[config.mk]
export PLATFORM = sky130hd
export DESIGN_NAME = drawrect_burst
export DESIGN_NICKNAME = d
export VERILOG_FILES = /design/src/rtl/drawrect_burst.sv
export SDC_FILE = /design/constraint.sdc
export NUM_CORES = 1
export LEC_CHECK = 0
export CORE_MARGIN = 2
export CORE_UTILIZATION = 50
export DETAILED_ROUTE_END_ITERATION = 10
export PLACE_DENSITY = 0.73
export SYNTH_ARGS = -nofsm -noshare
export SYNTH_HDL_FRONTEND = slang
export SYNTH_SLANG_ARGS = --single-unit
[constraint.sdc]
create_clock -name clk -period 10.9 [get_ports clk]
set_input_delay 1.09 -clock clk [delete_from_list [all_inputs] [get_ports clk]]
set_output_delay 1.09 -clock clk [all_outputs]
set_load 0.02 [all_outputs]
[src/rtl/drawrect_burst.sv]
// Rectangle draw engine: clips a latched rectangle and streams it to the SDRAM write port as bursts.
// Build option: define DRAWRECT_CLIP_EN to clip at the screen edges; otherwise out-of-bounds rectangles are rejected.
module drawrect_burst #(
    parameter int BURST_BITS          = 10,
    parameter int SCREEN_WIDTH        = 640,
    parameter int SCREEN_HEIGHT       = 480,
    parameter int MAX_WRITE_BURST_LEN = 128,
    parameter int BIT_SIZE            = 10,
    parameter int ADDR_BITS           = 22,
    parameter int FB_BASE             = 0
) (
    input  logic                  clk,
    input  logic                  rst_n,
    input  logic                  start,
    input  logic                  mode,
    input  logic [BIT_SIZE-1:0]   x_pixel,
    input  logic [BIT_SIZE-1:0]   y_pixel,
    input  logic [BIT_SIZE-1:0]   width,
    input  logic [BIT_SIZE-1:0]   height,
    input  logic [15:0]           color,
    input  logic                  write_burst_data_req,
    input  logic                  write_burst_data_finish,
    output logic                  write_burst_req,
    output logic [BURST_BITS-1:0] write_burst_len,
    output logic [ADDR_BITS-1:0]  addr,
    output logic [15:0]           rgb,
    output logic                  busy,
    output logic                  done,
    output logic                  error
);

    localparam int CW = BIT_SIZE + 1;
    localparam logic [CW-1:0] SW_C  = CW'(SCREEN_WIDTH);
    localparam logic [CW-1:0] SH_C  = CW'(SCREEN_HEIGHT);
    localparam logic [CW-1:0] ONE_C = {{(CW-1){1'b0}}, 1'b1};
    localparam logic [BIT_SIZE-1:0] ZERO_C = {BIT_SIZE{1'b0}};

    typedef enum logic [2:0] {
        S_IDLE  = 3'd0,
        S_SETUP = 3'd1,
        S_REQ   = 3'd2,
        S_DATA  = 3'd3,
        S_DONE  = 3'd4
    } state_t;

    state_t state_r, state_nx;

    logic [BIT_SIZE-1:0] x_r, y_r, w_r, h_r;
    logic                mode_r;
    logic [CW-1:0]       row_r, col_r, seg_end_r;
    logic                seg_r;

    logic [CW-1:0] x_s, y_s, x_sum_s, y_sum_s, x_end_s, y_end_s;
    logic [CW-1:0] bot_row_s, right_col_s, adv_col_s;
    logic          empty_s, reject_s, right_ok_s;

    logic [CW-1:0]         nrow_s, ncol_s, nend_s, rem_s;
    logic                  nseg_s, last_s;
    logic [BURST_BITS-1:0] nlen_s;
    logic [ADDR_BITS-1:0]  naddr_s;

    logic accept_s, load_s;

    // Edge rows draw the whole clipped span; fill mode treats every row as an edge row.
    function automatic logic row_is_edge(input logic m, input logic [CW-1:0] row,
                                         input logic [CW-1:0] top, input logic [CW-1:0] bot);
        return (!m) || (row == top) || (row == bot);
    endfunction

    // Clip limits and rectangle classification, one bit wider than the inputs so sums never wrap
    always_comb begin
        x_s         = CW'(x_r);
        y_s         = CW'(y_r);
        x_sum_s     = x_s + CW'(w_r);
        y_sum_s     = y_s + CW'(h_r);
        x_end_s     = (x_sum_s > SW_C) ? SW_C : x_sum_s;
        y_end_s     = (y_sum_s > SH_C) ? SH_C : y_sum_s;
        bot_row_s   = y_sum_s - ONE_C;
        right_col_s = x_sum_s - ONE_C;
        right_ok_s  = (right_col_s < x_end_s) && (right_col_s != x_s);
        empty_s     = (w_r == ZERO_C) || (h_r == ZERO_C) || (x_s >= SW_C) || (y_s >= SH_C);
`ifdef DRAWRECT_CLIP_EN
        reject_s    = 1'b0;
`else
        reject_s    = (x_sum_s > SW_C) || (y_sum_s > SH_C);
`endif
    end

    // Next burst position: first segment in SETUP, otherwise the step after the current burst
    always_comb begin
        adv_col_s = col_r + CW'(write_burst_len);
        last_s    = 1'b0;
        if (state_r == S_SETUP) begin
            nrow_s = y_s;
            ncol_s = x_s;
            nend_s = x_end_s;
            nseg_s = 1'b0;
        end else if (adv_col_s < seg_end_r) begin
            nrow_s = row_r;
            ncol_s = adv_col_s;
            nend_s = seg_end_r;
            nseg_s = seg_r;
        end else if (!seg_r && !row_is_edge(mode_r, row_r, y_s, bot_row_s) && right_ok_s) begin
            nrow_s = row_r;
            ncol_s = right_col_s;
            nend_s = right_col_s + ONE_C;
            nseg_s = 1'b1;
        end else begin
            nrow_s = row_r + ONE_C;
            ncol_s = x_s;
            nend_s = row_is_edge(mode_r, nrow_s, y_s, bot_row_s) ? x_end_s : (x_s + ONE_C);
            nseg_s = 1'b0;
            last_s = (nrow_s >= y_end_s);
        end
        rem_s = nend_s - ncol_s;
        if (32'(rem_s) > 32'(MAX_WRITE_BURST_LEN)) begin
            nlen_s = BURST_BITS'(MAX_WRITE_BURST_LEN);
        end else begin
            nlen_s = BURST_BITS'(rem_s);
        end
        naddr_s = ADDR_BITS'(FB_BASE) + ADDR_BITS'(nrow_s) * ADDR_BITS'(SCREEN_WIDTH)
                + ADDR_BITS'(ncol_s);
    end

    // Control FSM next state; a finish seen in REQ closes the burst just like one seen in DATA
    always_comb begin
        state_nx = state_r;
        accept_s = 1'b0;
        load_s   = 1'b0;
        case (state_r)
            S_IDLE: begin
                if (start) begin
                    accept_s = 1'b1;
                    state_nx = S_SETUP;
                end else begin
                    state_nx = S_IDLE;
                end
            end
            S_SETUP: begin
                if (reject_s || empty_s) begin
                    state_nx = S_DONE;
                end else begin
                    load_s   = 1'b1;
                    state_nx = S_REQ;
                end
            end
            S_REQ, S_DATA: begin
                if (write_burst_data_finish) begin
                    if (last_s) begin
                        state_nx = S_DONE;
                    end else begin
                        load_s   = 1'b1;
                        state_nx = S_REQ;
                    end
                end else if (state_r == S_REQ && write_burst_data_req) begin
                    state_nx = S_DATA;
                end else begin
                    state_nx = state_r;
                end
            end
            S_DONE: begin
                state_nx = S_IDLE;
            end
            default: begin
                state_nx = S_IDLE;
            end
        endcase
    end

    // State, command latch, burst registers and registered handshake outputs
    always_ff @(posedge clk) begin
        if (!rst_n) begin
            state_r         <= S_IDLE;
            x_r             <= ZERO_C;
            y_r             <= ZERO_C;
            w_r             <= ZERO_C;
            h_r             <= ZERO_C;
            mode_r          <= 1'b0;
            row_r           <= {CW{1'b0}};
            col_r           <= {CW{1'b0}};
            seg_end_r       <= {CW{1'b0}};
            seg_r           <= 1'b0;
            write_burst_req <= 1'b0;
            write_burst_len <= {BURST_BITS{1'b0}};
            addr            <= {ADDR_BITS{1'b0}};
            rgb             <= 16'h0000;
            busy            <= 1'b0;
            done            <= 1'b0;
            error           <= 1'b0;
        end else begin
            state_r <= state_nx;
            if (accept_s) begin
                x_r    <= x_pixel;
                y_r    <= y_pixel;
                w_r    <= width;
                h_r    <= height;
                mode_r <= mode;
                rgb    <= color;
                error  <= 1'b0;
            end else if (state_r == S_SETUP && reject_s) begin
                error <= 1'b1;
            end
            if (load_s) begin
                row_r           <= nrow_s;
                col_r           <= ncol_s;
                seg_end_r       <= nend_s;
                seg_r           <= nseg_s;
                write_burst_len <= nlen_s;
                addr            <= naddr_s;
            end
            write_burst_req <= (state_nx == S_REQ);
            busy            <= (state_nx == S_SETUP) || (state_nx == S_REQ) || (state_nx == S_DATA);
            done            <= (state_nx == S_DONE);
        end
    end

endmodule
==> results of run 1 <==
-- state kept, by name (all words and copies together), names as in the netlist --
signal / flops
addr: 22
busy: 1
col_r: 4
done: 1
error: 1
h_r: 10
mode_r: 1
rgb: 16
row_r: 11
seg_end_r: 11
seg_r: 1
state_r: 3
w_r: 10
write_burst_len: 10
write_burst_req: 1
x_r: 10
y_r: 10
-- worst min-delay path, delay by kind of cell (launching register included) --
family	cells	cell delay (ps)
simple gates	1	50
flops	1	300
compound gates	1	50
-- cells by family after synthesis --
family          count (synthesis)  share of synthesized area
xor+xnor                      119                     0.1042
mux                            15                    0.01442
simple gates                  496                     0.2238
fa+ha+maj                     104                     0.1232
compound gates                410                     0.2470
other cells                     1                  0.0003431
buf+inv                       165                    0.06181
flops                         123                     0.2253
-- worst max-delay path by stage --
stage | from | endpoint | depth (start not counted)
finish | x_r[0] | addr[20] | 33
floorplan | x_r[1] | addr[20] | 38
global placement | x_r[0] | addr[20] | 37
detailed placement | x_r[0] | addr[20] | 35
CTS | x_r[0] | addr[20] | 35
global route | x_r[0] | addr[20] | 35
-- report_power, final --
| part | total, uW | switching (uW) | internal, uW | leakage, uW |
|---|---|---|---|---|
| Combinational | 2030 | 1210 | 817 | 0.00404 |
| Clock | 580 | 233 | 347 | 0.000289 |
| Sequential | 554 | 54.7 | 499 | 0.00100 |
-- stage by stage --
stage | setup slack [ps] | utilization | area, um^2 | power (uW) | hold WS [ps]
final | 1339 | 0.5877 | 12710 | 3161 | 451.8
after detailed placement | 1549 | 0.5601 | 12110 | 2554 | 445.6
after CTS | 1471 | 0.5877 | 12710 | 3151 | 453.2
after global routing | 589.2 | 0.5877 | 12710 | 3415 | 476.1
after global placement | 1899 | 0.5601 | 12110 | 2525 | 441.6
after floorplan | 2596 | - | 10930 | 2080 | 441.7
-- per-layer routing --
layer | wire length, um | up-vias | share of wire | track usage
li1 | - | 5276 | - | -
met1 | 13670 | 5015 | 0.45 | 0.3294
met2 | 14970 | 236 | 0.49 | 0.4567
met5 | 0 | - | 0 | 0
met3 | 1196 | 62 | 0.039 | 0.04050
met4 | 833 | 0 | 0.027 | 0.1006
-- final cells by class --
class / count / area (um^2) / area share
Multi-Input combinational cell: 1146 / 7828 / 0.6160
Sequential cell: 123 / 2462 / 0.1938
Timing Repair Buffer: 122 / 1199 / 0.09433
Clock buffer: 18 / 439.2 / 0.03456
Tap cell: 280 / 350.3 / 0.02757
Inverter: 72 / 270.3 / 0.02127
Clock inverter: 14 / 158.9 / 0.01250
-- layout by cell type (no fill, tap or decap), types with 7 or more instances in the layout --
master / Yosys / routed
sky130_fd_sc_hd__o31ai_1: 12 / 12
sky130_fd_sc_hd__or3_1: 14 / 14
sky130_fd_sc_hd__a211o_1: 8 / 8
sky130_fd_sc_hd__o21bai_1: 7 / 7
sky130_fd_sc_hd__and3_1: 29 / 29
sky130_fd_sc_hd__xor2_1: 45 / 45
sky130_fd_sc_hd__ha_1: 98 / 98
sky130_fd_sc_hd__o211ai_1: 13 / 13
sky130_fd_sc_hd__nor3_1: 24 / 24
sky130_fd_sc_hd__a31oi_1: 12 / 12
sky130_fd_sc_hd__and2_1: 9 / 9
sky130_fd_sc_hd__clkdlybuf4s50_1: 0 / 113
sky130_fd_sc_hd__nor2_1: 93 / 92
sky130_fd_sc_hd__a22o_1: 7 / 7
sky130_fd_sc_hd__nand4_1: 12 / 12
sky130_fd_sc_hd__a21oi_1: 142 / 142
sky130_fd_sc_hd__nand3_1: 62 / 61
sky130_fd_sc_hd__o21ai_0: 66 / 66
sky130_fd_sc_hd__nand2_1: 171 / 171
sky130_fd_sc_hd__a22oi_1: 9 / 9
sky130_fd_sc_hd__a21o_1: 22 / 22
sky130_fd_sc_hd__dfxtp_1: 123 / 123
sky130_fd_sc_hd__clkbuf_16: 0 / 17
sky130_fd_sc_hd__a211oi_1: 21 / 20
sky130_fd_sc_hd__o21a_1: 10 / 10
sky130_fd_sc_hd__nor4_1: 15 / 15
sky130_fd_sc_hd__nand2b_1: 15 / 15
sky130_fd_sc_hd__a31o_2: 9 / 9
sky130_fd_sc_hd__inv_1: 71 / 71
sky130_fd_sc_hd__buf_4: 10 / 9
sky130_fd_sc_hd__nor2b_1: 8 / 8
sky130_fd_sc_hd__o221ai_1: 7 / 7
sky130_fd_sc_hd__o22ai_1: 8 / 8
sky130_fd_sc_hd__xnor2_1: 67 / 67
sky130_fd_sc_hd__mux2i_1: 9 / 9
==> run metrics, run 1 <==
run status=completed; slew at the pin closest to its max-slew limit=1149 ps; GRT Overall Usage=0.2632; count of H-tree levels built during CTS=4; most frequent cell after synthesis=sky130_fd_sc_hd__nand2_1; number of buffers inserted by post-CTS setup repair=0; maximum number of pins on one net before global-route repair=77; dominant cell type by count on the critical path=sky130_fd_sc_hd__ha_1; GPL Wtd Cong=0.9346; number of remaining DRC errors=0; Area Overhead vs Synth=16.25%; type of the tightest min-delay check=register to register; count of instances resized after the clock tree is built=0; number of cells traversed by the worst register-to-register path=33; largest driver fanout on the critical path=17; remaining global-route overflow=0; DR pass1 iterations=5; number of standard cells in the layout, taps in and fillers out=1775; FF-to-FF setup slack=1340 ps; proportion of netlist area held by the largest area contributor=0.2253; detailed-route vias per instance=5.966; share of flip-flops with an asynchronous set or reset=0; leak pwr=0.005331 uW; netlist area before placement=10930 um^2; TritonCTS clock tree=yes; First DRT Iteration DRCs=716; final antenna-violating net count=0; setup TNS=0 ps; worst skew pair latency=430 ps; stage delay of the slowest cell on the critical path=550 ps; sequential cell area fraction in the yosys report=0.2253; Max-cap violations=0; crit start category=register; post-synthesis cell type count=94; I/O pin total=114; Clock Skews=8.975 ps; worst hold path endpoint=rgb[14]; Final Hold Viols=0; quantity of hold-fixing buffers added after cts=0; endpoint type of the worst setup path=register; CTS Sinks=123; Post-layout nets=1648; crit path kind=register to register; Max stage delay cell, worst path=sky130_fd_sc_hd__a2111oi_0; required time of the critical path=11180 ps; number of placed instances, taps included=1743; clock input transition at the sequential cells of the worst setup and hold paths=60 ps; initial antenna violation count=0; final critical delay including setup and external delays=9561 ps; placed wire-length estimate after detailed placement=22640 um; top_reg_cell synth=sky130_fd_sc_hd__dfxtp_1; clock root buffer=sky130_fd_sc_hd__clkbuf_16; Inserted Clock Buffers=17; count of flip-flops with a built-in enable after synthesis=0; setup repair after global routing missed its margin=false; Yosys top cell by area=sky130_fd_sc_hd__dfxtp_1; CP Buf/Inv Count=2; warning count from the yosys run=0; Bufs on Longest Clock Path=2; most common library cells after synthesis=171 x sky130_fd_sc_hd__nand2_1, 142 x sky130_fd_sc_hd__a21oi_1, 123 x sky130_fd_sc_hd__dfxtp_1, 98 x sky130_fd_sc_hd__ha_1, 93 x sky130_fd_sc_hd__nor2_1; setup violators final=0; R2R Path End=addr[20]; largest cells by area after synthesis=sky130_fd_sc_hd__dfxtp_1 23%, sky130_fd_sc_hd__ha_1 11%, sky130_fd_sc_hd__a21oi_1 6.5%; detailed-route wire length=30680 um; R2R Path Start=x_r[0]; register bit count reported by yosys=123; hold path startpoint=rgb[14]; number of cells on the worst hold path=2; count of vias placed by the detailed router=10590; headroom to the max-slew limit=0.2333; count of antenna diodes in the layout=0; post-DR wirelength/cell=17.28 um; first-pass GRT wire length=50820 um; share of post-route cells with drive strength above 1=0.06221; area of the die=23060 um^2; Mapped Cells=1433; crit-path leading delay family=compound AO/OA/AOI/OAI gates; count of input and output buffers=113; Achievable Freq=104.6 MHz; final number of max-transition violations=0; worst ir drop on vdd=242.1 uV; initial cell density of the core=0.5056; die height=151.9 um; vias in the first global route=10350; final-layout fill cell count=2022; Avg Cell Area, Syn=7.628 um^2; area of the placeable core=21620 um^2; signal arrival time at the worst endpoint=9840 ps; share of the cycle needed by the critical path after routing=0.8772; PwrDens=248.7 nW/um^2; die width=151.9 um; Placement Rows=54
Note: power is estimated with default switching activity, not from simulation.
==> run 2: changes to the inputs <==
--- a/config.mk
+++ b/config.mk
@@ -9,6 +9,8 @@
 export CORE_UTILIZATION = 50
 export DETAILED_ROUTE_END_ITERATION = 10
 export PLACE_DENSITY = 0.73
+export REMOVE_ABC_BUFFERS = 1
+export SLEW_MARGIN = 20
 export SYNTH_ARGS = -nofsm -noshare
 export SYNTH_HDL_FRONTEND = slang
 export SYNTH_SLANG_ARGS = --single-unit
==> run metrics, run 2 (same netlist as run 1, synthesis figures left out) <==
vias in the first global route=10380; min setup slack post-route=1403 ps; endpoint type of the worst setup path=register; Final Hold Viols=0; setup violators final=0; area of the die=23060 um^2; most flop-heavy register=addr; share of the cycle needed by the critical path after routing=0.8713; dominant cell type by count on the critical path=sky130_fd_sc_hd__ha_1; die width=151.9 um; final antenna-violating net count=0; signal arrival time at the worst endpoint=9780 ps; number of standard cells in the layout, taps in and fillers out=1776; number of placed instances, taps included=1744; type of the tightest min-delay check=register to register; final-layout fill cell count=2027; PwrDens=251.3 nW/um^2; number of remaining DRC errors=0; Max-cap violations=0; count of input and output buffers=113; clock root buffer=sky130_fd_sc_hd__clkbuf_16; initial cell density of the core=0.5056; commonest non-fill, non-tap cell in the layout=sky130_fd_sc_hd__nand2_1; setup TNS=0 ps; share of post-route cells with drive strength above 1=0.06350; number of buffers inserted by post-CTS setup repair=0; post-DR wirelength/cell=16.72 um; Achievable Freq=105.3 MHz; initial antenna violation count=0; crit path kind=register to register; count of H-tree levels built during CTS=4; GRT Overall Usage=0.2546; Clock Skews=14.54 ps; run status=completed; placed wire-length estimate after detailed placement=21790 um; count of instances resized after the clock tree is built=0; slew at the pin closest to its max-slew limit=994.0 ps; crit start category=register; setup repair after global routing missed its margin=false; I/O pin total=114; TritonCTS clock tree=yes; quantity of hold-fixing buffers added after cts=0; Bufs on Longest Clock Path=2; worst ir drop on vdd=260.7 uV; pre-CTS WS=1590 ps; count of vias placed by the detailed router=10620; launching instance or port of the critical path=x_r[0]; count of antenna diodes in the layout=0; DR pass1 iterations=5; First DRT Iteration DRCs=673; final critical delay including setup and external delays=9497 ps; Inserted Clock Buffers=17; largest driver fanout on the critical path=11; top library cells by usage in the layout, fill and taps aside=171 x sky130_fd_sc_hd__nand2_1, 142 x sky130_fd_sc_hd__a21oi_1, 123 x sky130_fd_sc_hd__dfxtp_1; maximum number of pins on one net before global-route repair=90; first-pass GRT wire length=49580 um; CTS Sinks=123; clock input transition at the sequential cells of the worst setup and hold paths=60 ps; worst skew pair latency=440 ps; Post-layout nets=1649; flip-flop count of the largest register after layout=22; GPL Wtd Cong=0.8984; required time of the critical path=11190 ps; registers with the most flip-flops=addr (22), rgb (16); detailed-route vias per instance=5.980; Max stage delay cell, worst path=sky130_fd_sc_hd__o21ai_2; R2R Path Start=x_r[0]; Area Overhead vs Synth=16.35%; die height=151.9 um; leak pwr=0.005333 uW; stage delay of the slowest cell on the critical path=600 ps; area of the placeable core=21620 um^2; hold path startpoint=addr[10]; headroom to the max-slew limit=0.3373; final number of max-transition violations=0; remaining global-route overflow=0; detailed-route wire length=29700 um; Placement Rows=54
==> run 2: changes by cell type in the layout (fill, tap and decap cells not counted), sizes merged <==
| cell | change |
|---|---|
| buf | +1 |
| bufinv | -1 |
| clkinv | -2 |
| inv | +3 |
==> run 2: layout make-up <==
type,count,area [um^2],area share
multi-input combinational,1146,7840,0.6165
clock inverter,14,148.9,0.01171
sequential,123,2462,0.1936
inverter,72,270.3,0.02125
tap,280,350.3,0.02755
timing repair buffer,123,1206,0.09484
clock buffer,18,439.2,0.03453
==> run 2: worst max-delay path: cells and delay by family, from the launching register on <==
kind,cells,cell delay [ps]
AOI/OAI and AO/OA,16,4050
and+or+nand+nor,8,2260
adders and majority gates,6,1930
DFF,1,530
muxes,1,290
buffers and inverters,2,140
xor gates and xnor gates,1,130
==> run 2: layer usage <==
metal	GRT usage	share of wire	up-vias
li1	-	-	5281
met1	0.3132	0.44	5031
met2	0.4584	0.50	255
met3	0.04164	0.043	53
met4	0.07165	0.022	0
met5	0	0	-
==> run 2: worst paths after layout <==
kind	endpoint	slack, ps	cells after the start
min	addr[10]	450	2
max	addr[20]	1400	34
max reg2reg	addr[20]	1400	34
min reg2reg	addr[10]	450	2
==> run 2: per-stage QoR <==
step / power, uW / cell area [um^2] / util / hold WS, ps
finish: 3195 / 12720 / 0.5882 / 453.0
global route: 3433 / 12720 / 0.5882 / 471.8
CTS: 3177 / 12700 / 0.5876 / 454.8
detailed placement: 2575 / 12120 / 0.5604 / 445.5
global placement: 2539 / 12120 / 0.5604 / 441.2
floorplan: 2040 / 10530 / - / 441.7
==> run 2: report_power, final <==
group	internal, uW	leakage, uW	switching, uW
Clock	329	0.000285	248
Sequential	499	0.00100	52.5
Combinational	824	0.00405	1240
Total	1650	0.00533	1540
==> run 3: changes to the inputs <==
--- a/config.mk
+++ b/config.mk
@@ -10,6 +10,7 @@
 export DETAILED_ROUTE_END_ITERATION = 10
 export PLACE_DENSITY = 0.73
 export REMOVE_ABC_BUFFERS = 1
+export SETUP_SLACK_MARGIN = 0.05
 export SLEW_MARGIN = 20
 export SYNTH_ARGS = -nofsm -noshare
 export SYNTH_HDL_FRONTEND = slang
==> constraint.sdc (replaced) <==
create_clock -name clk -period 10.76 [get_ports clk]
set_input_delay 1.076 -clock clk [delete_from_list [all_inputs] [get_ports clk]]
set_output_delay 1.076 -clock clk [all_outputs]
set_load 0.02 [all_outputs]
==> run metrics, run 3 (same netlist as run 1, synthesis figures left out) <==
Inserted Clock Buffers=17; Bufs on Longest Clock Path=2; area of the placeable core=21620 um^2; initial antenna violation count=1; crit path kind=register to register; maximum number of pins on one net before global-route repair=90; die width=151.9 um; count of instances resized after the clock tree is built=0; endpoint type of the worst setup path=register; share of the cycle needed by the critical path after routing=0.8690; First DRT Iteration DRCs=765; setup violators final=0; count of antenna diodes in the layout=0; final number of max-transition violations=0; Placement Rows=54; switching power as a share of total power=0.4806; share of post-route cells with drive strength above 1=0.06283; worst setup path endpoint=addr[20]; detailed-route vias per instance=5.922; required time of the critical path=11050 ps; clock root buffer=sky130_fd_sc_hd__clkbuf_16; total area of multi-input combinational cells=7835 um^2; stage delay of the slowest cell on the critical path=580 ps; worst ir drop on vdd=260.3 uV; Post-layout nets=1649; DR pass1 iterations=5; placed wire-length estimate after detailed placement=21880 um; GPL Wtd Cong=0.8984; largest driver fanout on the critical path=11; die height=151.9 um; net switching power of the design=1538 uW; number of cells traversed by the worst register-to-register path=36; vias in the first global route=10370; FF-to-FF setup slack=1410 ps; flip-flop count of the largest register after layout=22; crit start category=register; Area Overhead vs Synth=16.11%; final antenna-violating net count=0; I/O pin total=114; most flop-heavy register=addr; part of the total power dissipated in sequential elements=0.175; launching instance or port of the critical path=x_r[0]; count of H-tree levels built during CTS=4; slew at the pin closest to its max-slew limit=1089 ps; part of the total power dissipated in the clock network=0.174; final-layout fill cell count=2006; initial cell density of the core=0.5056; signal arrival time at the worst endpoint=9640 ps; remaining global-route overflow=0; R2R Path End=addr[20]; R2R Path Start=x_r[0]; Max stage delay cell, worst path=sky130_fd_sc_hd__o21ai_2; post-DR wirelength/cell=16.72 um; type of the tightest min-delay check=register to register; count of vias placed by the detailed router=10520; headroom to the max-slew limit=0.2698; setup repair after global routing missed its margin=false; clock input transition at the sequential cells of the worst setup and hold paths=60 ps; Worst Hold Slack=452.5 ps; setup TNS=0 ps; registers with the most flip-flops=addr (22), rgb (16); area used by sequential logic in the layout=2462 um^2; quantity of hold-fixing buffers added after cts=0; final critical delay including setup and external delays=9350 ps; cell-internal power=1663 uW; proportion of power drawn by combinational gates=0.651; number of remaining DRC errors=0; Achievable Freq=106.9 MHz; area of the die=23060 um^2; top library cells by usage in the layout, fill and taps aside=171 x sky130_fd_sc_hd__nand2_1, 142 x sky130_fd_sc_hd__a21oi_1, 123 x sky130_fd_sc_hd__dfxtp_1; worst skew pair latency=440 ps; detailed-route wire length=29690 um; leak pwr=0.005318 uW; Clock Skews=10.16 ps; commonest non-fill, non-tap cell in the layout=sky130_fd_sc_hd__nand2_1; TritonCTS clock tree=yes; PwrDens=252.2 nW/um^2; run status=completed; GRT Overall Usage=0.2547; number of buffers inserted by post-CTS setup repair=0; CTS Sinks=123; count of input and output buffers=113; first-pass GRT wire length=49460 um; Final Hold Viols=0; Max-cap violations=0
[run 3: changes by cell type in the layout (fill, tap and decap cells not counted)]
cell,delta
sky130_fd_sc_hd__a211oi_1,+1
sky130_fd_sc_hd__a211oi_2,-1
sky130_fd_sc_hd__clkbuf_8,-1
sky130_fd_sc_hd__clkinv_2,+2
sky130_fd_sc_hd__clkinv_4,+3
sky130_fd_sc_hd__clkinvlp_4,+1
sky130_fd_sc_hd__inv_6,-2
sky130_fd_sc_hd__inv_8,-3
[run 3: area by class of cell]
type,instances,share of cell area
sequential,123,0.1940
tap,280,0.02761
multi-input combinational,1146,0.6174
clock buffer,17,0.03352
clock inverter,15,0.01114
inverter,72,0.02130
timing repair buffer,123,0.09504
[run 3: worst max-delay path, delay by kind of cell, from the launching register on]
| kind | cells | cell delay (ps) |
|---|---|---|
| AO/OA/AOI/OAI | 18 | 3840 |
| XOR/XNOR | 1 | 140 |
| adder cells (fa/ha/maj) | 6 | 1940 |
| buffers and inverters | 2 | 130 |
| flip-flops | 1 | 540 |
| multiplexers | 1 | 290 |
| AND/OR/NAND/NOR | 8 | 2340 |
[run 3: worst min-delay path by stage]
stage | from | end | slack, ps | cells after the start
2_1_floorplan | col_r[10] | col_r[10] | 440 | 2
3_3_place_gp | rgb[5] | rgb[5] | 440 | 2
3_5_place_dp | rgb[4] | rgb[4] | 450 | 2
4_1_cts | rgb[4] | rgb[4] | 450 | 2
5_1_grt | rgb[11] | rgb[11] | 470 | 2
6_report | rgb[4] | rgb[4] | 450 | 2
[run 3: layer usage]
layer,vias up,global-route usage,share of wire
li1,5267,-,-
met1,4948,0.3105,0.43
met2,254,0.4607,0.50
met3,48,0.04450,0.046
met4,0,0.07032,0.020
met5,-,0,0
[run 3: through the flow]
| step | total power (uW) | utilization | instance area, um^2 | instances | setup WS [ps] |
|---|---|---|---|---|---|
| 3_5_place_dp | 2607 | 0.5604 | 12120 | 1744 | 1553 |
| 5_1_grt | 3454 | 0.5870 | 12690 | 1776 | 543.5 |
| 6_report | 3201 | 0.5870 | 12690 | 1776 | 1410 |
| 2_1_floorplan | 2066 | - | 10530 | 1341 | 2385 |
| 4_1_cts | 3185 | 0.5866 | 12680 | 1776 | 1427 |
| 3_3_place_gp | 2572 | 0.5604 | 12120 | 1744 | 1822 |
[run 3: power groups by stage]
stage | combinational, uW | sequential [uW] | clock, uW
finish | 2080 | 559 | 557
global route | 2300 | 566 | 586
CTS | 2060 | 559 | 565
detailed placement | 2040 | 568 | 0
global placement | 2000 | 567 | 0
floorplan | 1480 | 582 | 0
